===== config.mk =====
export PLATFORM = sky130hd
export DESIGN_NAME = timer_ctrl
export DESIGN_NICKNAME = d
export VERILOG_FILES = /design/src/rtl/timer_ctrl.sv
export SDC_FILE = /design/constraint.sdc
export NUM_CORES = 1
export LEC_CHECK = 0
export ABC_AREA = 1
export BUFFER_PORTS_ARGS = -buffer_cell sky130_fd_sc_hd__buf_2
export CORE_MARGIN = 3
export CORE_UTILIZATION = 44
export CTS_CLUSTER_DIAMETER = 150
export DETAILED_ROUTE_END_ITERATION = 16
export HOLD_SLACK_MARGIN = 0.06
export PLACE_DENSITY_LB_ADDON = 0.25
export SYNTH_ARGS = -nofsm -noshare
export SYNTH_HDL_FRONTEND = slang
export SYNTH_SLANG_ARGS = --single-unit
export TNS_END_PERCENT = 50

===== constraint.sdc =====
create_clock -name clk -period 1.3 [get_ports clk]
set_clock_uncertainty 0.15 [all_clocks]
set_input_delay 0.26 -clock clk [delete_from_list [all_inputs] [get_ports clk]]
set_output_delay 0.26 -clock clk [all_outputs]
set_load 0.03 [all_outputs]

===== src/rtl/timer_ctrl.sv =====
// Control FSM in front of an 8-bit up/down counter: turns start/stop requests
// into one-shot or auto-reload timing runs and reports expiries.
module timer_ctrl #(
  parameter int unsigned WIDTH = 8,
  parameter int unsigned EVT_W = 16
) (
  input  logic             clk,
  input  logic             rst_n,
  input  logic             start,
  input  logic             stop,
  input  logic [WIDTH-1:0] cfg_period,
  input  logic             cfg_dir,
  input  logic             cfg_auto,
  input  logic             irq_clr,
  input  logic             cnt_terminate,
  input  logic [WIDTH-1:0] cnt_value,
  output logic             cnt_load,
  output logic             cnt_enable,
  output logic             cnt_up_down,
  output logic [WIDTH-1:0] cnt_data,
  output logic             busy,
  output logic             done,
  output logic             err,
  output logic             irq,
  output logic [EVT_W-1:0] evt_count
);

  typedef enum logic [1:0] {IDLE, LOAD, RUN} state_t;

  state_t             state_q, state_d;
  logic               auto_q, auto_d;
  logic               dir_d;
  logic [WIDTH-1:0]   period_d;
  logic [EVT_W-1:0]   evt_d;
  logic               done_d, err_d, irq_d, expire;

  always_comb begin
    state_d  = state_q;
    auto_d   = auto_q;
    dir_d    = cnt_up_down;
    period_d = cnt_data;
    evt_d    = evt_count;
    done_d   = 1'b0;
    err_d    = 1'b0;
    expire   = 1'b0;
    case (state_q)
      IDLE: begin
        if (start) begin
          if (cfg_period != '0) begin
            period_d = cfg_period;
            dir_d    = cfg_dir;
            auto_d   = cfg_auto;
            evt_d    = '0;
            state_d  = LOAD;
          end else begin
            err_d = 1'b1;
          end
        end
      end
      LOAD: state_d = stop ? IDLE : RUN;
      RUN: begin
        if (cnt_terminate) begin
          expire  = 1'b1;
          done_d  = 1'b1;
          evt_d   = evt_count + EVT_W'(1);
          state_d = (auto_q && !stop) ? LOAD : IDLE;
        end else if (stop) begin
          state_d = IDLE;
        end
      end
      default: state_d = IDLE;
    endcase
    // A new expiry wins over a simultaneous clear.
    irq_d = expire | (irq & ~irq_clr);
  end

  // Strobes are decoded from the next state so every output is a flop.
  always_ff @(posedge clk) begin
    if (!rst_n) begin
      state_q     <= IDLE;
      auto_q      <= 1'b0;
      cnt_load    <= 1'b0;
      cnt_enable  <= 1'b0;
      cnt_up_down <= 1'b0;
      cnt_data    <= '0;
      busy        <= 1'b0;
      done        <= 1'b0;
      err         <= 1'b0;
      irq         <= 1'b0;
      evt_count   <= '0;
    end else begin
      state_q     <= state_d;
      auto_q      <= auto_d;
      cnt_load    <= (state_d == LOAD);
      cnt_enable  <= (state_d != IDLE);
      cnt_up_down <= dir_d;
      cnt_data    <= period_d;
      busy        <= (state_d != IDLE);
      done        <= done_d;
      err         <= err_d;
      irq         <= irq_d;
      evt_count   <= evt_d;
    end
  end

  // cnt_value is status only; it is used here just to cross-check the flag.
  always_ff @(posedge clk) begin
    if (rst_n) begin
      assert (cnt_terminate == (cnt_value == '0))
        else $error("cnt_terminate inconsistent with cnt_value");
    end
  end

endmodule


# Yosys cells after proc, flatten, opt, wreduce, memory -nomap -nowiden

Cells that the tools add are included.

Equality and inequality tests: 6
Bitwise logic cells: 3
Add/sub/neg operators: 1
Reductions and logical operators: 9
Muxes and demuxes: 14

Operators by type and width:

| operator                                            | count |
|---|---|
| 2-to-1 mux 16 bit                                   | 3 |
| case mux 16 bit (2 select lines)                    | 1 |
| adder 16 x 1 -> 16 bit, second input constant       | 1 |
| 2-to-1 mux 2 bit                                    | 5 |
| nonzero test 8 bit                                  | 1 |
| inequality test 2 bit, second input constant        | 3 |
| case mux 2 bit (3 select lines)                     | 1 |
| AND reduction 3 bit                                 | 2 |
| equality test 2 x 1 -> 1 bit, second input constant | 2 |
| 2-to-1 mux 1 bit                                    | 4 |
| AND reduction 4 bit                                 | 1 |
| nonzero test 2 bit                                  | 2 |
| equality test 2 bit, second input constant          | 1 |
| zero test 2 bit                                     | 1 |
| bitwise AND 1 bit                                   | 1 |
| logical AND 1 bit                                   | 1 |
| zero test 1 bit                                     | 1 |
| inverter 1 bit                                      | 1 |
| bitwise OR 1 bit                                    | 1 |

Input port bits: 24
Word-level logic and storage cells: 43
Flip-flop bits (word level): 33

# Logic depth before layout (Yosys ltp)

Depth after elaboration: 6
Depth in mapped cells: 9
Mapped depth without buffers: 9

# Worst setup path after synthesis

Ideal clock, no wire load.

Path kind: register to register
Start point: register evt_count[1]
End point: register evt_count[12]
Required time: 1035 ps
Library setup time: 115 ps
Arrival time: 1476 ps
Period minus slack after synthesis: 1741 ps
Slack: -441 ps
Cell stages (with the launch flop): 9
Path buffers: 0
Cells stage by stage: dfxtp_1 > ha_1 > nand2_1 > nor2_4 > nand2_2 > nor2_4 > nand3_4 > o21ai_1 > nor2_1

Word-level cells in the longest chain between the ends: 3

RTL lines:

| item                             | RTL line | text |
|---|---|---|
| start, declared                  | 25       | `output logic [EVT_W-1:0] evt_count` |
| start signal, assigned           | 102      | `evt_count <= evt_d;` |
| adder 16 x 1 -> 16 bit           | 65       | `evt_d = evt_count + EVT_W'(1);` |
| 2-to-1 mux 16 bit                | 62       | `if (cnt_terminate) begin` |
| case mux 16 bit (2 select lines) | 46       | `case (state_q)` |

No other way between the ends. The select of a mux whose other input is x is not followed.
A chain may end at the register's enable or synchronous reset.

# Worst setup path after layout

Start point: register evt_count[1]
End point: register evt_count[7]

The elaborated chain is that of the path after synthesis.

==> reports/qor.yml <==
grt_antenna_before_repair: 0
fin_crit_ns: 1.611
grt_pass1_vias: 1736
pin_count: 55
r2r_slack_ns: -0.31
slew_headroom: 0.7014
crit_arrival_ns: 1.75
p_switching_w: 0.0007339
setup_viol: 38
synth_fp_nets: 237
min_path_type: "in -> reg"
die_w_um: 65.55
track_usage: 0.2391
critical_path.startpoint: "evt_count[1]"
port_buffers: 46
viasPerCell: 5.505
routedWlPerCell_um: 18.42
synth_edf_count: 0
drive_above_1_share: 0.5844
cp.required_ns: 1.43
num_rows: 20
p_int_w: 0.001560
num_vias: 2004
place_area_mm2: 0.002047
critPathLaunchType: "flop"
dpl_worst_slack_ns: -0.2721
clock_sinks: 33
dpl.hpwl_um: 2686
violations: "negative setup slack"
p_per_area_mw_per_mm2: 800.9
n_antenna_cell: 0
hold_path.startpoint: "stop"
syn_avg_cell_area_um2: 7.360
fmax_ghz: 0.6208
core-area_mm2: 0.003203
gp_congestion: 0.7696
clk_pin_slew_worst_paths_ns: 0.13
max-cap-violations: 0
netSwitchingFraction: 0.3200
start_util: 0.4871
fin_crit_sh: 1.239
final_nets: 344
syn2layout_area_growth_pct: 83.56
ys_types: 29
rr_endpoint: "evt_count[7]"
yosysSeqAreaShare: 0.4234
cts_buffers: 5
p_seq_frac: 0.468
yosysWarnings: 0
antenna_left: 0
insertion_delay_ns: 0.37
clockRootBuffer: "clkbuf_4"
endpoint: "evt_count[7]"
grt_pass1_wl_um: 7893
syn_area_mm2: 0.001560
synthCells: 212
synth_ff_type: "dfxtp_1"
final_common_cell: "buf_4"
slew_violations: 0
wirelength_um: 6705
critPathKind: "reg -> reg"
endpoint_kind: "flop"
synthArstFlopShare: 0
h-tree-depth: 2
crit_chain: "buf_4 > nand2_2 > nor2_4 > nand3_1 > nand2_1 > nand3_1 > nor2_1 > nor2_1 > nor2_1"
die_h_um: 65.55
layout_common_cells: "46 x buf_4, 45 x nor2_1, 26 x nand2_1, 22 x buf_6, 20 x dfxtp_2"
cts_tree: "yes"
p_comb_frac: 0.252
peakVddDrop_mv: 0.8110
finalHoldViolCount: 0
p_total_w: 0.002294
clkPwrFrac: 0.280
clockBufferDepth: 2
first_iter_violations: 193
r2r_cells: 9
path_max_fanout: 4
grt_max_degree: 12
critPathMostFrequentCell: "nor2_1"
status: "finished, violations left"
dr.pass1.iters: 5
ys_seq_elements: 33
worst_pin_slew_ns: 0.4463
rsz0062_at_grt: "yes"
design_area_mm2: 0.002864
cp_slowest_cell: "dfxtp_4"
route.detailed.drc: 0
p_leak_nw: 1.170
rr_startpoint: "evt_count[1]"
gr-total-overflow: 0
max_stage_delay_ns: 0.39
fp.dieArea_mm2: 0.004297
setup_ws_ns: -0.3108
-- metrics by stage --
stage | hold slack [ns] | std cells | setup TNS (ns) | util
floorplan | 0.2733 | 212 | -0.5038 | -
global placement | 0.3051 | 324 | -4.830 | 0.6391
detailed placement | 0.3072 | 324 | -5.584 | 0.6391
CTS | 0.07584 | 355 | -1.914 | 0.7988
global route | 0.1418 | 364 | -8.079 | 0.8941
finish | 0.1056 | 364 | -6.076 | 0.8941
-- power groups by stage --
stage | logic [W] | registers (W) | clock network, W
6_report | 0.000578 | 0.00107 | 0.000642
3_3_place_gp | 0.000317 | 0.00109 | 0
5_1_grt | 0.000606 | 0.00108 | 0.000698
4_1_cts | 0.000439 | 0.00106 | 0.000633
3_5_place_dp | 0.000320 | 0.00109 | 0
2_1_floorplan | 0.000139 | 0.00116 | 0
-- worst max-delay path: cells and delay by family, from the launching register on --
kind / cells / cell delay (ns)
AND/OR/NAND/NOR: 8 / 0.83
flip-flops: 1 / 0.39
buffers and inverters: 1 / 0.17
-- layer usage --
layer,global-route usage,vias up,wire [um]
li1,-,897,-
met1,0.2808,943,2507
met2,0.4210,121,3328
met3,0.05641,43,514
met4,0.08549,0,355
met5,0,-,0
-- flip-flops by register name, indices dropped and copies added (netlist names) --
signal	flops
done	1
cnt_data	8
cnt_up_down	1
irq	1
busy	1
cnt_load	1
err	1
state_q	2
auto_q	1
evt_count	16
-- cell families (layout without fill, tap and decap cells) --
logic type | count (synthesis) | after routing | synth area share
adder cells (fa/ha/maj) | 1 | 1 | 0.008018
buffers and inverters | 28 | 133 | 0.07617
AO/OA/AOI/OAI | 30 | 30 | 0.1010
flip-flops | 33 | 33 | 0.4234
AND/OR/NAND/NOR | 120 | 123 | 0.3913
-- Yosys cell counts, types with 6 or more instances --
| library cell | n | area (um2) |
|---|---|---|
| nor2_1 | 49 | 183.9 |
| dfxtp_1 | 33 | 660.6 |
| nand2_1 | 31 | 116.4 |
| inv_1 | 15 | 56.30 |
| a21oi_1 | 12 | 60.06 |
| o21ai_0 | 12 | 60.06 |
| nand2_2 | 7 | 43.79 |
| nand3_1 | 6 | 30.03 |
| nand3b_1 | 6 | 45.04 |
-- worst min path at each step --
| stage | endpoint | depth (start not counted) |
|---|---|---|
| 3_3_place_gp | irq | 2 |
| 5_1_grt | state_q[1] | 4 |
| 3_5_place_dp | irq | 2 |
| 4_1_cts | state_q[1] | 4 |
| 2_1_floorplan | irq | 3 |
| 6_report | state_q[1] | 4 |
-- cell type report --
| type | count | area [um2] |
|---|---|---|
| clock buffers | 7 | 55.05 |
| multi-input cells | 154 | 1051 |
| flip-flops and latches | 33 | 700.7 |
| clock inverters | 1 | 7.507 |
| repair buffers | 102 | 895.9 |
| well taps | 44 | 55.05 |
| fillers | 139 | 339.1 |
| inverters | 23 | 98.84 |
-- timing repair --
action | 4_1_cts | 5_1_grt
cloned | 3 | 1
hold endpoints to repair | 11 | 0
setup endpoints to repair | 51 | 56
hold buffers | 11 | 0
setup buffers | 9 | 10
pin swaps | 10 | 21
gates resized for setup | 74 | 69
Note: power is estimated with default switching activity, not from simulation.
